===== src/rtl/bht_access_ctrl.sv =====
// Single-port BHT arbiter: post-reset table init, fetch lookups and
// FIFO-buffered commit updates applied as 2-bit counter read-modify-writes.
module bht_access_ctrl #(
    parameter int IDX_W     = 8,
    parameter int UPD_DEPTH = 4,
    parameter int ADDR_W    = 32
) (
    input  logic              clk_in,
    input  logic              rst_in,
    input  logic              rdy_in,
    input  logic              lookup_valid_in,
    input  logic [ADDR_W-1:0] lookup_pc_in,
    output logic              lookup_ready_out,
    output logic              pred_valid_out,
    output logic              pred_taken_out,
    input  logic              flush_in,
    input  logic              upd_valid_in,
    input  logic [ADDR_W-1:0] upd_pc_in,
    input  logic              upd_taken_in,
    output logic              upd_ready_out,
    output logic              tbl_en_out,
    output logic              tbl_we_out,
    output logic [IDX_W-1:0]  tbl_addr_out,
    output logic [1:0]        tbl_wdata_out,
    input  logic [1:0]        tbl_rdata_in,
    output logic              init_done_out
);
    localparam int PTR_W = (UPD_DEPTH > 1) ? $clog2(UPD_DEPTH) : 1;
    localparam int CNT_W = PTR_W + 1;
    localparam logic [CNT_W-1:0] FULL_CNT = CNT_W'(UPD_DEPTH);

    typedef enum logic [1:0] {S_INIT, S_RUN, S_UPD_WR} state_e;

    state_e                          state_q, state_d;
    logic [IDX_W-1:0]                init_ptr_q, init_ptr_d;
    logic                            init_done_q, init_done_d;
    logic [UPD_DEPTH-1:0][IDX_W-1:0] fifo_idx_q;
    logic [UPD_DEPTH-1:0]            fifo_tkn_q;
    logic [PTR_W-1:0]                wr_ptr_q, rd_ptr_q;
    logic [CNT_W-1:0]                count_q;
    logic [IDX_W-1:0]                rmw_idx_q;
    logic                            rmw_tkn_q;
    logic                            rd_capt_q;
    logic [1:0]                      rdata_q;
    logic                            pending_q;

    logic             pop, enq, lk_acc;
    logic [1:0]       rdata_cur;
    logic [IDX_W-1:0] lk_idx, upd_idx;
    logic             unused_pc;

    assign lk_idx    = lookup_pc_in[IDX_W+1:2];
    assign upd_idx   = upd_pc_in[IDX_W+1:2];
    assign unused_pc = ^{lookup_pc_in[ADDR_W-1:IDX_W+2], lookup_pc_in[1:0],
                         upd_pc_in[ADDR_W-1:IDX_W+2], upd_pc_in[1:0]};

    function automatic logic [1:0] sat(input logic [1:0] c, input logic t);
        if (t) return (c == 2'b11) ? 2'b11 : c + 2'b01;
        else   return (c == 2'b00) ? 2'b00 : c - 2'b01;
    endfunction

    // Read data is only on the bus the cycle after the read; a stalled
    // write phase falls back to the copy latched at that point.
    assign rdata_cur = rd_capt_q ? tbl_rdata_in : rdata_q;

    always_comb begin
        state_d          = state_q;
        init_ptr_d       = init_ptr_q;
        init_done_d      = init_done_q;
        pop              = 1'b0;
        lk_acc           = 1'b0;
        lookup_ready_out = 1'b0;
        tbl_en_out       = 1'b0;
        tbl_we_out       = 1'b0;
        tbl_addr_out     = '0;
        tbl_wdata_out    = 2'b00;
        if (rst_in && rdy_in) begin
            unique case (state_q)
                S_INIT: begin
                    tbl_en_out    = 1'b1;
                    tbl_we_out    = 1'b1;
                    tbl_addr_out  = init_ptr_q;
                    tbl_wdata_out = 2'b01;
                    init_ptr_d    = init_ptr_q + 1'b1;
                    if (init_ptr_q == {IDX_W{1'b1}}) begin
                        state_d     = S_RUN;
                        init_done_d = 1'b1;
                    end
                end
                S_RUN: begin
                    if (count_q == FULL_CNT || (count_q != '0 && !lookup_valid_in)) begin
                        pop          = 1'b1;
                        tbl_en_out   = 1'b1;
                        tbl_addr_out = fifo_idx_q[rd_ptr_q];
                        state_d      = S_UPD_WR;
                    end else begin
                        lookup_ready_out = 1'b1;
                        if (lookup_valid_in) begin
                            lk_acc       = 1'b1;
                            tbl_en_out   = 1'b1;
                            tbl_addr_out = lk_idx;
                        end
                    end
                end
                S_UPD_WR: begin
                    tbl_en_out    = 1'b1;
                    tbl_we_out    = 1'b1;
                    tbl_addr_out  = rmw_idx_q;
                    tbl_wdata_out = sat(rdata_cur, rmw_tkn_q);
                    state_d       = S_RUN;
                end
                default: state_d = S_INIT;
            endcase
        end
    end

    assign upd_ready_out  = rst_in & rdy_in & (count_q < FULL_CNT);
    assign enq            = upd_valid_in & upd_ready_out;
    assign pred_valid_out = pending_q & ~flush_in;
    assign pred_taken_out = pred_valid_out & tbl_rdata_in[1];
    assign init_done_out  = init_done_q;

    always_ff @(posedge clk_in or negedge rst_in) begin
        if (!rst_in) begin
            state_q     <= S_INIT;
            init_ptr_q  <= '0;
            init_done_q <= 1'b0;
            fifo_idx_q  <= '0;
            fifo_tkn_q  <= '0;
            wr_ptr_q    <= '0;
            rd_ptr_q    <= '0;
            count_q     <= '0;
            rmw_idx_q   <= '0;
            rmw_tkn_q   <= 1'b0;
            rd_capt_q   <= 1'b0;
            rdata_q     <= 2'b00;
            pending_q   <= 1'b0;
        end else begin
            state_q     <= state_d;
            init_ptr_q  <= init_ptr_d;
            init_done_q <= init_done_d;
            rd_capt_q   <= tbl_en_out & ~tbl_we_out;
            pending_q   <= lk_acc & ~flush_in;
            if (rd_capt_q) rdata_q <= tbl_rdata_in;
            if (enq) begin
                fifo_idx_q[wr_ptr_q] <= upd_idx;
                fifo_tkn_q[wr_ptr_q] <= upd_taken_in;
                wr_ptr_q             <= wr_ptr_q + 1'b1;
            end
            if (pop) begin
                rmw_idx_q <= fifo_idx_q[rd_ptr_q];
                rmw_tkn_q <= fifo_tkn_q[rd_ptr_q];
                rd_ptr_q  <= rd_ptr_q + 1'b1;
            end
            count_q <= count_q + CNT_W'(enq) - CNT_W'(pop);
        end
    end
endmodule


===== config.mk =====
export PLATFORM = sky130hd
export DESIGN_NAME = bht_access_ctrl
export DESIGN_NICKNAME = d
export VERILOG_FILES = /design/src/rtl/bht_access_ctrl.sv
export SDC_FILE = /design/constraint.sdc
export NUM_CORES = 1
export LEC_CHECK = 0
export CORE_MARGIN = 4
export CORE_UTILIZATION = 30
export CTS_CLUSTER_SIZE = 25
export DETAILED_ROUTE_END_ITERATION = 7
export DONT_BUFFER_PORTS = 1
export GPL_TIMING_DRIVEN = 0
export MAX_ROUTING_LAYER = met4
export PLACE_DENSITY = 0.43
export SYNTH_ARGS = -nofsm -noshare
export SYNTH_HDL_FRONTEND = slang
export SYNTH_SLANG_ARGS = --single-unit

===== constraint.sdc =====
create_clock -name clk_in -period 6.1 [get_ports clk_in]
set_input_delay 0.915 -clock clk_in [delete_from_list [all_inputs] [get_ports clk_in]]
set_output_delay 0.915 -clock clk_in [all_outputs]
set_load 0.02 [all_outputs]

Yosys cells after proc, flatten, opt, wreduce, memory -nomap -nowiden
Index checks and enable logic that the tools add are counted.
{"block": "op_classes", "n_mux": 38, "order_cmp": 4, "n_addsub": 7, "bitwise_logic": 9, "reduce_logical": 12, "n_eq_ne": 7}
{"operator": "8-bit two-way mux", "n": 5}
{"operator": "32-bit bitwise mux", "n": 1}
{"operator": "8-bit one-hot mux with 3 select lines", "n": 1}
{"operator": "8-bit binary-select mux with 2-bit select", "n": 1}
{"operator": "8-bit demux with 2-bit select", "n": 1}
{"operator": "1-bit two-way mux", "n": 16}
{"operator": "2-bit two-way mux", "n": 7}
{"operator": "8-bit by 1-bit adder with 8-bit output (second input constant)", "n": 1}
{"operator": "8-bit equality test (second input constant)", "n": 1}
{"operator": "1-bit bitwise AND", "n": 7}
{"operator": "2-bit by 1-bit adder with 2-bit output (second input constant)", "n": 3}
{"operator": "2-bit by 3-bit < comparator with 1-bit output (second input constant)", "n": 2}
{"operator": "2-bit one-hot mux with 3 select lines", "n": 1}
{"operator": "3-bit AND reduction", "n": 2}
{"operator": "4-bit bitwise mux", "n": 1}
{"operator": "2-bit equality test (second input constant)", "n": 2}
{"operator": "2-bit logical NOT", "n": 2}
{"operator": "2-bit != test (second input constant)", "n": 2}
{"operator": "2-bit one-hot mux with 2 select lines", "n": 1}
{"operator": "3-bit by 1-bit adder with 3-bit output", "n": 1}
{"operator": "3-bit equality test (second input constant)", "n": 1}
{"operator": "1-bit logical AND", "n": 3}
{"operator": "3-bit < comparator (second input constant)", "n": 1}
{"operator": "3-bit nonzero test", "n": 1}
{"operator": "12 further kinds", "n": 13}
{"block": "word_totals", "input_bits": 73, "wordCells": 93, "regBits": 67, "out_inout_bits": 17}

Logic depth before layout (Yosys ltp)
Gate-level depths: netlist of run 1.
{"block": "logic_depth", "word_depth": 7, "mapped_depth": 12, "ltp_nobuf": 9}

Worst setup path before layout of run 1
Ideal clock, no wire load.
{"block": "synth_timing", "path_kind": "input port to output port", "start": "input rdy_in", "end": "output tbl_addr_out[5]", "arrival_time_ns": 1.938, "required_ns": 5.185, "path_slack_ns": 3.247, "stages": 5, "path_buffers": 2, "cell_sequence": "and4b_1 -> buf_2 -> buf_2 -> and4_1 -> a311o_1"}
{"block": "synth_via", "elab_chain_cells": 2}
{"item": "start, declared", "line_no": "10", "text": "input logic rdy_in,"}
{"item": "1-bit logical AND", "line_no": "77", "text": "if (rst_in && rdy_in) begin"}
{"item": "8-bit two-way mux", "line_no": "77"}
{"item": "end, declared", "line_no": "23", "text": "output logic [IDX_W-1:0] tbl_addr_out,"}
Every way passes these cells.

Worst setup path after layout of run 1
{"block": "layout_timing", "start": "register rd_ptr_q[1]", "end": "output tbl_addr_out[6]"}
{"block": "layout_via", "elab_chain_cells": 5}
{"item": "start, declared", "line_no": "39", "text": "logic [PTR_W-1:0] wr_ptr_q, rd_ptr_q;"}
{"item": "start signal, assigned", "line_no": "153", "text": "rd_ptr_q <= rd_ptr_q + 1'b1;"}
{"item": "8-bit binary-select mux with 2-bit select", "line_no": "94", "text": "tbl_addr_out = fifo_idx_q[rd_ptr_q];"}
{"item": "8-bit two-way mux (implied by the code)", "line_no": "94"}
{"item": "8-bit two-way mux", "line_no": "91", "text": "if (count_q == FULL_CNT || (count_q != '0 && !lookup_valid_in)) begin"}
{"item": "8-bit one-hot mux with 3 select lines", "line_no": "78", "text": "unique case (state_q)"}
{"item": "8-bit two-way mux", "line_no": "77"}
Every way passes these cells. The select of a mux whose other input is x is not followed.

==> results.toml, run 1 <==
[route]
routed_via_density = 4.94
drc = 0
drtPass1Iterations = 4
final_antenna_net_count = 0
drt_iter0_markers = 78
drt_wl_total_mm = 7.34
wl_per_cell_um = 18.0
vias = 2015

[sta]
hold_viol_final = 0
finalClockSkew_ns = 0.00673
fin_crit_sh_pct = 51.6
setup_viol = 0
tightestPinTransition_ns = 1.02
rsz0062_at_grt = "no"
worst_slack_ns = 2.95
max-slew-margin-rel_pct = 31.9
min_period_ns = 3.15
slew_viol_final = 0
clock.fmax_mhz = 317
setup_tns_ns = 0

[global_route]
grt_pass1_vias = 2121
grt_pass1_wl_mm = 12.0
gr-usage-all-layers_pct = 12.5
grt_max_degree = 74
grt_remaining_overflow = 0
antenna_found_initial = 0

[floorplanning]
die_x_um = 113
die_area_um2 = 12800
core.rowCount = 38
core_area_um2 = 10800
ios = 90
die_h_um = 113
start_util_pct = 30.6

[clock_network]
cts_max_level = 3
clkTransAtPathRegs_ns = 0.08
post_cts_resized = 0
root_buffer = "clkbuf_8"
post_cts_buffers = 0
cts_tree = "built"
clock-sinks = 67
cts_hold_buffers = 0
clkLatencyLatePin_ns = 0.34
clk_path_buf_depth = 2
numCtsBuffers = 9

[worst_setup_path]
crit_path_end_kind = "output port"
crit_fanout = 10
crit_type = "reg2out"
max_stage_delay_ns = 0.50
start_kind = "flop"
arrival_ns = 2.24
crit_chain = "clkbuf_1 -> mux4_1 -> and4_1 -> a311o_1"
slowest_stage = "clkbuf_1"
required_ns = 5.18

[run_status]
status = "completed"

[placement]
place_congestion = 0.732
io_buffers = 0
hpwl_mm = 5.11
pre_cts_slack_ns = 3.02

[pwr]
seq_power_share_pct = 43.8
swShare_pct = 32.8
leakage_nw = 1.69
power_density_nw_per_um2 = 456
combPwrFrac_pct = 32.9
switchingPower_mw = 0.553
pwr-share-clk_pct = 23.3
peakVddDrop_uv = 180
intPower_mw = 1.13

[synthesis]
synth-seq-area-share_pct = 50.7
synth_seq_cells = 67
ys.flop_type = "dfrtp_1"
synth_edf_count = 0
synth_area_um2 = 3310
ys_types = 42
async_flop_share_pct = 100
avgSynthCellArea_um2 = 13.1
syn-num-nets = 333
postSynthCellCount = 252
yosys_warnings = 0

[layout]
fin_nets = 344
drive_above_1_share_pct = 30.6
n_antenna_cell = 0
area_growth_pct = 11.7

[worst_hold_path]
hold_class = "in2async"

[job]
drv_cap = 0
-- cell usage in the layout, fill, tap and decap left out, types with 2 or more instances in the layout --
cell type / instances
a21o_2: 7
a21oi_1: 3
a311o_1: 8
and2_1: 2
and3_1: 2
and4_1: 9
and4b_1: 3
buf_2: 6
clkbuf_1: 3
clkbuf_8: 10
clkinv_4: 2
dfrtp_1: 67
ha_1: 7
inv_1: 11
inv_6: 2
mux2_2: 39
mux2i_1: 9
mux4_1: 2
mux4_2: 7
nand2_1: 8
nand2_2: 4
nand3_1: 3
nand4_1: 5
nor2_1: 13
o21ai_0: 3
or3_1: 2
xnor2_1: 10
xor2_1: 2
-- critical path: cells and delay by family (launching register included) --
family | cells | cell delay (ns)
buffers and inverters | 1 | 0.50
AOI/OAI and AO/OA | 1 | 0.42
muxes | 1 | 0.39
DFF | 1 | 0.32
and+or+nand+nor | 1 | 0.25
-- state kept, by name, indices dropped and copies added (netlist names) --
name	count
fifo_idx_q	32
init_ptr_q	8
rmw_idx_q	8
fifo_tkn_q	4
count_q	3
rd_ptr_q	2
rdata_q	2
state_q	2
wr_ptr_q	2
init_done_out	1
pending_q	1
rd_capt_q	1
rmw_tkn_q	1
-- cells by family (layout without fill, tap and decap cells) --
kind of cell | Yosys count | count (layout) | synth area share [%]
AOI/OAI and AO/OA | 27 | 27 | 6.62
adders and majority gates | 9 | 9 | 3.56
muxes | 57 | 57 | 22.4
and+or+nand+nor | 58 | 58 | 10.5
xor gates and xnor gates | 12 | 12 | 3.18
buffers and inverters | 22 | 38 | 3.06
DFF | 67 | 67 | 50.7
-- final timing paths --
path,slack [ns],to,from,cells after the start
max,2.95,tbl_addr_out[6],rd_ptr_q[1],4
min,0.26,rdata_q[0],rst_in,0
max reg2reg,3.49,count_q[2],count_q[2],10
min reg2reg,0.49,rmw_idx_q[6],rmw_idx_q[6],1
max in group asynchronous,5.69,rmw_idx_q[6],rst_in,0
min in group clk_in,0.49,rmw_idx_q[6],rmw_idx_q[6],1
-- Yosys cell counts (3+ instances only) --
cell type	instances	area (um2)
a21o_2	7	61.3
a21oi_1	3	15.0
a311o_1	8	80.1
and4_1	9	78.8
and4b_1	3	30.0
buf_2	6	30.0
clkbuf_1	3	11.3
dfrtp_1	67	1680
ha_1	7	87.6
inv_1	11	41.3
mux2_2	39	439
mux2i_1	9	90.1
mux4_2	7	158
nand2_1	8	30.0
nand2_2	4	25.0
nand3_1	3	15.0
nand4_1	5	31.3
nor2_1	13	48.8
o21ai_0	3	15.0
xnor2_1	10	87.6
-- metal layers --
layer  track usage (%)  vias up  wire (um)
li1                  -      950          -
met1              16.0     1022       3310
met2              19.0       39       3530
met3              5.13        4        455
met4              2.40        0         40
met5                 -        -          0
-- per-stage QoR --
step | utilization (%) | hold slack (ns) | total power [mW] | cell area (um2) | instances
finish | 34.2 | 0.260 | 1.68 | 3690 | 408
global route | 34.2 | 0.225 | 1.81 | 3690 | 408
CTS | 34.2 | 0.238 | 1.71 | 3690 | 408
detailed placement | 32.3 | 0.471 | 1.31 | 3480 | 392
global placement | 32.3 | 0.465 | 1.30 | 3480 | 392
floorplan | - | 0.449 | 1.18 | 3310 | 252
-- power groups by stage --
stage,logic [mW],clock network [mW],registers [mW]
after global routing,0.618,0.430,0.762
final,0.553,0.393,0.737
after global placement,0.554,0,0.742
after detailed placement,0.566,0,0.747
after CTS,0.568,0.407,0.738
after floorplan,0.466,0,0.711
-- cell type report --
class | instances | area [um2]
clock buffers | 10 | 138
multi-input cells | 163 | 1530
well taps | 140 | 175
inverters | 11 | 41.3
plain buffers | 11 | 60.1
fillers | 1067 | 7100
flip-flops and latches | 67 | 1680
clock inverters | 6 | 72.6
Power figures use the tool's default switching activity.
==> run 2: changes to the inputs <==
--- a/config.mk
+++ b/config.mk
@@ -12,7 +12,7 @@
 export DONT_BUFFER_PORTS = 1
 export GPL_TIMING_DRIVEN = 0
 export MAX_ROUTING_LAYER = met4
-export PLACE_DENSITY = 0.43
+export PLACE_DENSITY = 0.44
 export SYNTH_ARGS = -nofsm -noshare
 export SYNTH_HDL_FRONTEND = slang
 export SYNTH_SLANG_ARGS = --single-unit
==> constraint.sdc (replaced) <==
create_clock -name clk_in -period 2.6 [get_ports clk_in]
set_input_delay 0.39 -clock clk_in [delete_from_list [all_inputs] [get_ports clk_in]]
set_output_delay 0.39 -clock clk_in [all_outputs]
set_load 0.02 [all_outputs]
==> results.toml, run 2 (synthesis results as in run 1) <==
[sta]
min_period_ns = 2.49
finalClockSkew_ns = 0.00652
hold_viol_final = 0
tightestPinTransition_ns = 0.849
max-slew-margin-rel_pct = 43.3
setup_tns_ns = 0
setup_viol = 0
clock.fmax_mhz = 402
fin_crit_sh_pct = 95.7
rsz0062_at_grt = "yes"
slew_viol_final = 0

[global_route]
use_met3_pct = 3.80
antenna_found_initial = 0
met2_usage_pct = 20.7
gr-usage-all-layers_pct = 12.9
use_met1_pct = 16.0
grt_pass1_wl_mm = 12.4
grt_remaining_overflow = 0
grt_max_degree = 68
grt-busiest-layer = "met2"
grt_pass1_vias = 2237

[route]
drt_wl_total_mm = 7.40
drc = 0
routed_via_density = 4.95
vias = 2025
final_antenna_net_count = 0
drtPass1Iterations = 4
wl_per_cell_um = 18.1
drt_iter0_markers = 72

[worst_setup_path]
critical_path_buf_inv_count = 1
crit_type = "reg2out"
crit_fanout = 10
arrival_ns = 2.10
max_stage_delay_ns = 0.54
worstRegToRegCells = 10
start_kind = "flop"
crit_path_end_kind = "output port"
slowest_stage = "mux4_2"
crit_chain = "buf_8 -> mux4_2 -> and4_1 -> a311o_1"
crit_family = "multiplexers"
required_ns = 2.21
r2r-start = "count_q[2]"
r2r_setup_slack_ns = 0.13
r2r_end = "count_q[2]"

[placement]
place_congestion = 0.741
hpwl_mm = 5.09
io_buffers = 0
dpl.cell_count = 392

[worst_hold_path]
hold_depth = 1
hold_class = "in2reg"
min_from = "flush_in"
hold_end = "pending_q"

[clock_network]
clkTransAtPathRegs_ns = 0.07
cts_tree = "built"
post_cts_buffers = 0
cts_max_level = 3
clkLatencyLatePin_ns = 0.34
numCtsBuffers = 9
root_buffer = "clkbuf_8"
clock-sinks = 67
clk_path_buf_depth = 2

[floorplanning]
die_h_um = 113
start_util_pct = 30.6
core_area_um2 = 10800
core.rowCount = 38
die_x_um = 113
die_area_um2 = 12800
ios = 90

[job]
drv_cap = 0

[layout]
fin_nets = 345
post-route-util_pct = 34.6
mostFrequentLayoutCell = "dfrtp_1"
largest_registers = "fifo_idx_q x32, init_ptr_q x8, rmw_idx_q x8"
mostFrequentLayoutCells = "dfrtp_1 (67), mux2_2 (39), nor2_1 (13), inv_1 (11)"
top_register = "fifo_idx_q"
stdcell_count = 409
regArea_um2 = 1680
area_growth_pct = 12.9
n_antenna_cell = 0
largest_reg_flops = 32
multi_input_area_um2 = 1530
drive_above_1_share_pct = 31.6
fillers = 1068

[pwr]
leakage_nw = 1.71
power_density_nw_per_um2 = 1060
power_mw = 3.96
peakVddDrop_uv = 393

[run_status]
status = "completed"
run 2: layout make-up:
type                            count  area share, %
Sequential cell                    67           44.9
Multi-Input combinational cell    163           41.1
Tap cell                          140           4.69
Clock buffer                       10           3.69
Buffer                             10           1.81
Clock inverter                      6           1.74
Inverter                           11           1.11
Timing Repair Buffer                2           1.01
run 2: what timing repair did:
action,in CTS,in global routing
gates resized for setup,1,5
hold endpoints to repair,67,0
endpoints found under the setup margin,9,4
hold buffers,2,0
run 2: power breakdown:
part           switching [mW]  internal [mW]  total [mW]
combinational           0.592          0.721        1.31
clock                   0.411          0.469       0.880
sequential              0.300           1.46        1.76
total                    1.30           2.65        3.96
run 2: stage by stage:
| stage | hold slack, ns | cell area [um2] | worst slack [ns] |
|---|---|---|---|
| after CTS | 0.0811 | 3720 | 0.0151 |
| final | 0.110 | 3730 | 0.113 |
| after global routing | 0.0943 | 3730 | -0.0202 |
| after global placement | 0.0974 | 3480 | -0.0556 |
| after detailed placement | 0.0979 | 3480 | -0.0650 |
| after floorplan | 0.0944 | 3310 | 0.208 |
run 2: worst register-to-register path: cells and delay by family (launching register included):
kind / cells / cell delay, ns
AND/OR/NAND/NOR: 2 / 0.56
XOR/XNOR: 2 / 0.29
flip-flops: 1 / 0.43
buffers and inverters: 3 / 0.26
adder cells (fa/ha/maj): 3 / 0.82
run 2: worst max path at each step:
stage	from	to	depth (start not counted)
2_1_floorplan	count_q[2]	count_q[2]	10
3_3_place_gp	count_q[2]	count_q[2]	10
3_5_place_dp	count_q[2]	count_q[2]	10
4_1_cts	count_q[2]	count_q[2]	10
5_1_grt	state_q[1]	count_q[2]	12
6_report	rd_ptr_q[0]	tbl_addr_out[2]	4
run 2: metal layers:
metal  up-vias  wire length (um)
li1        955                 -
met1      1029              3340
met2        35              3660
met3         6               329
met4         0                68
met5         -                 0
==> run 3: changes to the inputs <==
==> constraint.sdc (replaced) <==
create_clock -name clk_in -period 2.6 [get_ports clk_in]
set_input_delay 0.26 -clock clk_in [delete_from_list [all_inputs] [get_ports clk_in]]
set_output_delay 0.26 -clock clk_in [all_outputs]
set_load 0.02 [all_outputs]
==> results.toml, run 3 (synthesis results as in run 1) <==
[pwr]
peakVddDrop_uv = 393
power_density_nw_per_um2 = 1050
leakage_nw = 1.72
power_mw = 3.96

[placement]
io_buffers = 0
pre_cts_slack_ns = -0.0650
dpl.cell_count = 392
place_congestion = 0.741
hpwl_mm = 5.09

[sta]
hold_viol_final = 0
setup_viol = 0
worst_slack_ns = 0.196
fin_hold_ws_ns = 0.0624
max-slew-margin-rel_pct = 42.8
finalClockSkew_ns = 0.00697
fin_crit_sh_pct = 92.5
clock.fmax_mhz = 416
min_period_ns = 2.40
slew_viol_final = 0
rsz0062_at_grt = "no"
tightestPinTransition_ns = 0.856

[clock_network]
cts_tree = "built"
root_buffer = "clkbuf_8"
clkTransAtPathRegs_ns = 0.08
clkLatencyLatePin_ns = 0.34
clock-sinks = 67
cts_max_level = 3
clk_path_buf_depth = 2
numCtsBuffers = 9

[global_route]
grt_pass1_wl_mm = 12.4
grt_remaining_overflow = 0
antenna_found_initial = 0
grt_max_degree = 68
gr-usage-all-layers_pct = 12.9
grt_pass1_vias = 2247

[floorplanning]
ios = 90
die_h_um = 113
core_area_um2 = 10800
start_util_pct = 30.6
die_area_um2 = 12800
die_x_um = 113
core.rowCount = 38

[worst_setup_path]
startpoint = "count_q[2]"
crit_type = "reg2reg"
slowest_stage = "dfrtp_1"
crit_fanout = 6
r2r_end = "count_q[2]"
crit_chain = "or3_1 -> nand3_2 -> buf_8 -> inv_1 -> ha_1 -> inv_1 -> ha_1 -> fa_1 -> xor2_1 -> xnor2_1"
start_kind = "flop"
worstRegToRegCells = 10
required_ns = 2.82
max_stage_delay_ns = 0.44
r2r-start = "count_q[2]"
crit_path_end_kind = "flop"
arrival_ns = 2.63
r2r_setup_slack_ns = 0.20

[layout]
drive_above_1_share_pct = 31.6
largest_registers = "fifo_idx_q x32, init_ptr_q x8, rmw_idx_q x8"
largest_reg_flops = 32
area_growth_pct = 13.7
mostFrequentLayoutCells = "dfrtp_1 (67), mux2_2 (39), nor2_1 (13), inv_1 (11)"
n_antenna_cell = 0
stdcell_count = 412
fin_nets = 348
mostFrequentLayoutCell = "dfrtp_1"
top_register = "fifo_idx_q"

[route]
routed_via_density = 4.98
drc = 0
drtPass1Iterations = 4
wl_per_cell_um = 18.0
drt_wl_total_mm = 7.41
drt_iter0_markers = 60
vias = 2051
final_antenna_net_count = 0

[job]
drv_cap = 0

[worst_hold_path]
hold_end = "fifo_idx_q[12]"
min_from = "upd_pc_in[6]"
hold_depth = 1
hold_class = "in2reg"

[run_status]
status = "completed"
## run 3: worst max path at each step
stage            endpoint  slack (ns)
2_1_floorplan  count_q[2]        0.21
3_3_place_gp   count_q[2]       -0.06
3_5_place_dp   count_q[2]       -0.06
4_1_cts        count_q[2]        0.02
5_1_grt        count_q[2]        0.04
6_report       count_q[2]        0.20
## run 3: cell type report
class	instances	area [um2]
flip-flops and latches	67	1680
clock inverters	6	65.1
multi-input cells	163	1530
plain buffers	10	68.8
repair buffers	5	62.6
well taps	140	175
clock buffers	10	138
fillers	1073	7030
inverters	11	41.3
## run 3: critical path: cells and delay by family (launching register included)
family / cells / cell delay, ns
xor+xnor: 2 / 0.29
buf+inv: 3 / 0.20
fa+ha+maj: 3 / 0.82
simple gates: 2 / 0.57
flops: 1 / 0.44
## run 3: where the power goes
group	leakage (nW)	internal [mW]	switching, mW
logic	0.755	0.723	0.594
clock network	0.102	0.469	0.413
registers	0.861	1.46	0.299
total	1.72	2.66	1.30
## run 3: metal layers
metal / routed length (um) / track usage (%) / up-vias / part of all wire (%)
met2: 3660 / 20.7 / 33 / 49
met1: 3340 / 15.9 / 1047 / 45
met4: 78 / 3.61 / 0 / 1.1
met3: 327 / 3.80 / 8 / 4.4
met5: 0 / - / - / 0
li1: - / - / 963 / -
## run 3: what timing repair did
item	4_1_cts	5_1_grt
hold buffers	3	0
endpoints found under the setup margin	1	2
hold endpoints to repair	68	0
resized for setup	1	4
setup buffers	0	2
## run 3: stage by stage
step	utilization (%)	TNS [ns]	instance area, um2
floorplan	-	0	3310
global placement	32.3	-0.0556	3480
detailed placement	32.3	-0.0650	3480
CTS	34.6	0	3730
global route	34.8	0	3760
finish	34.8	0	3760
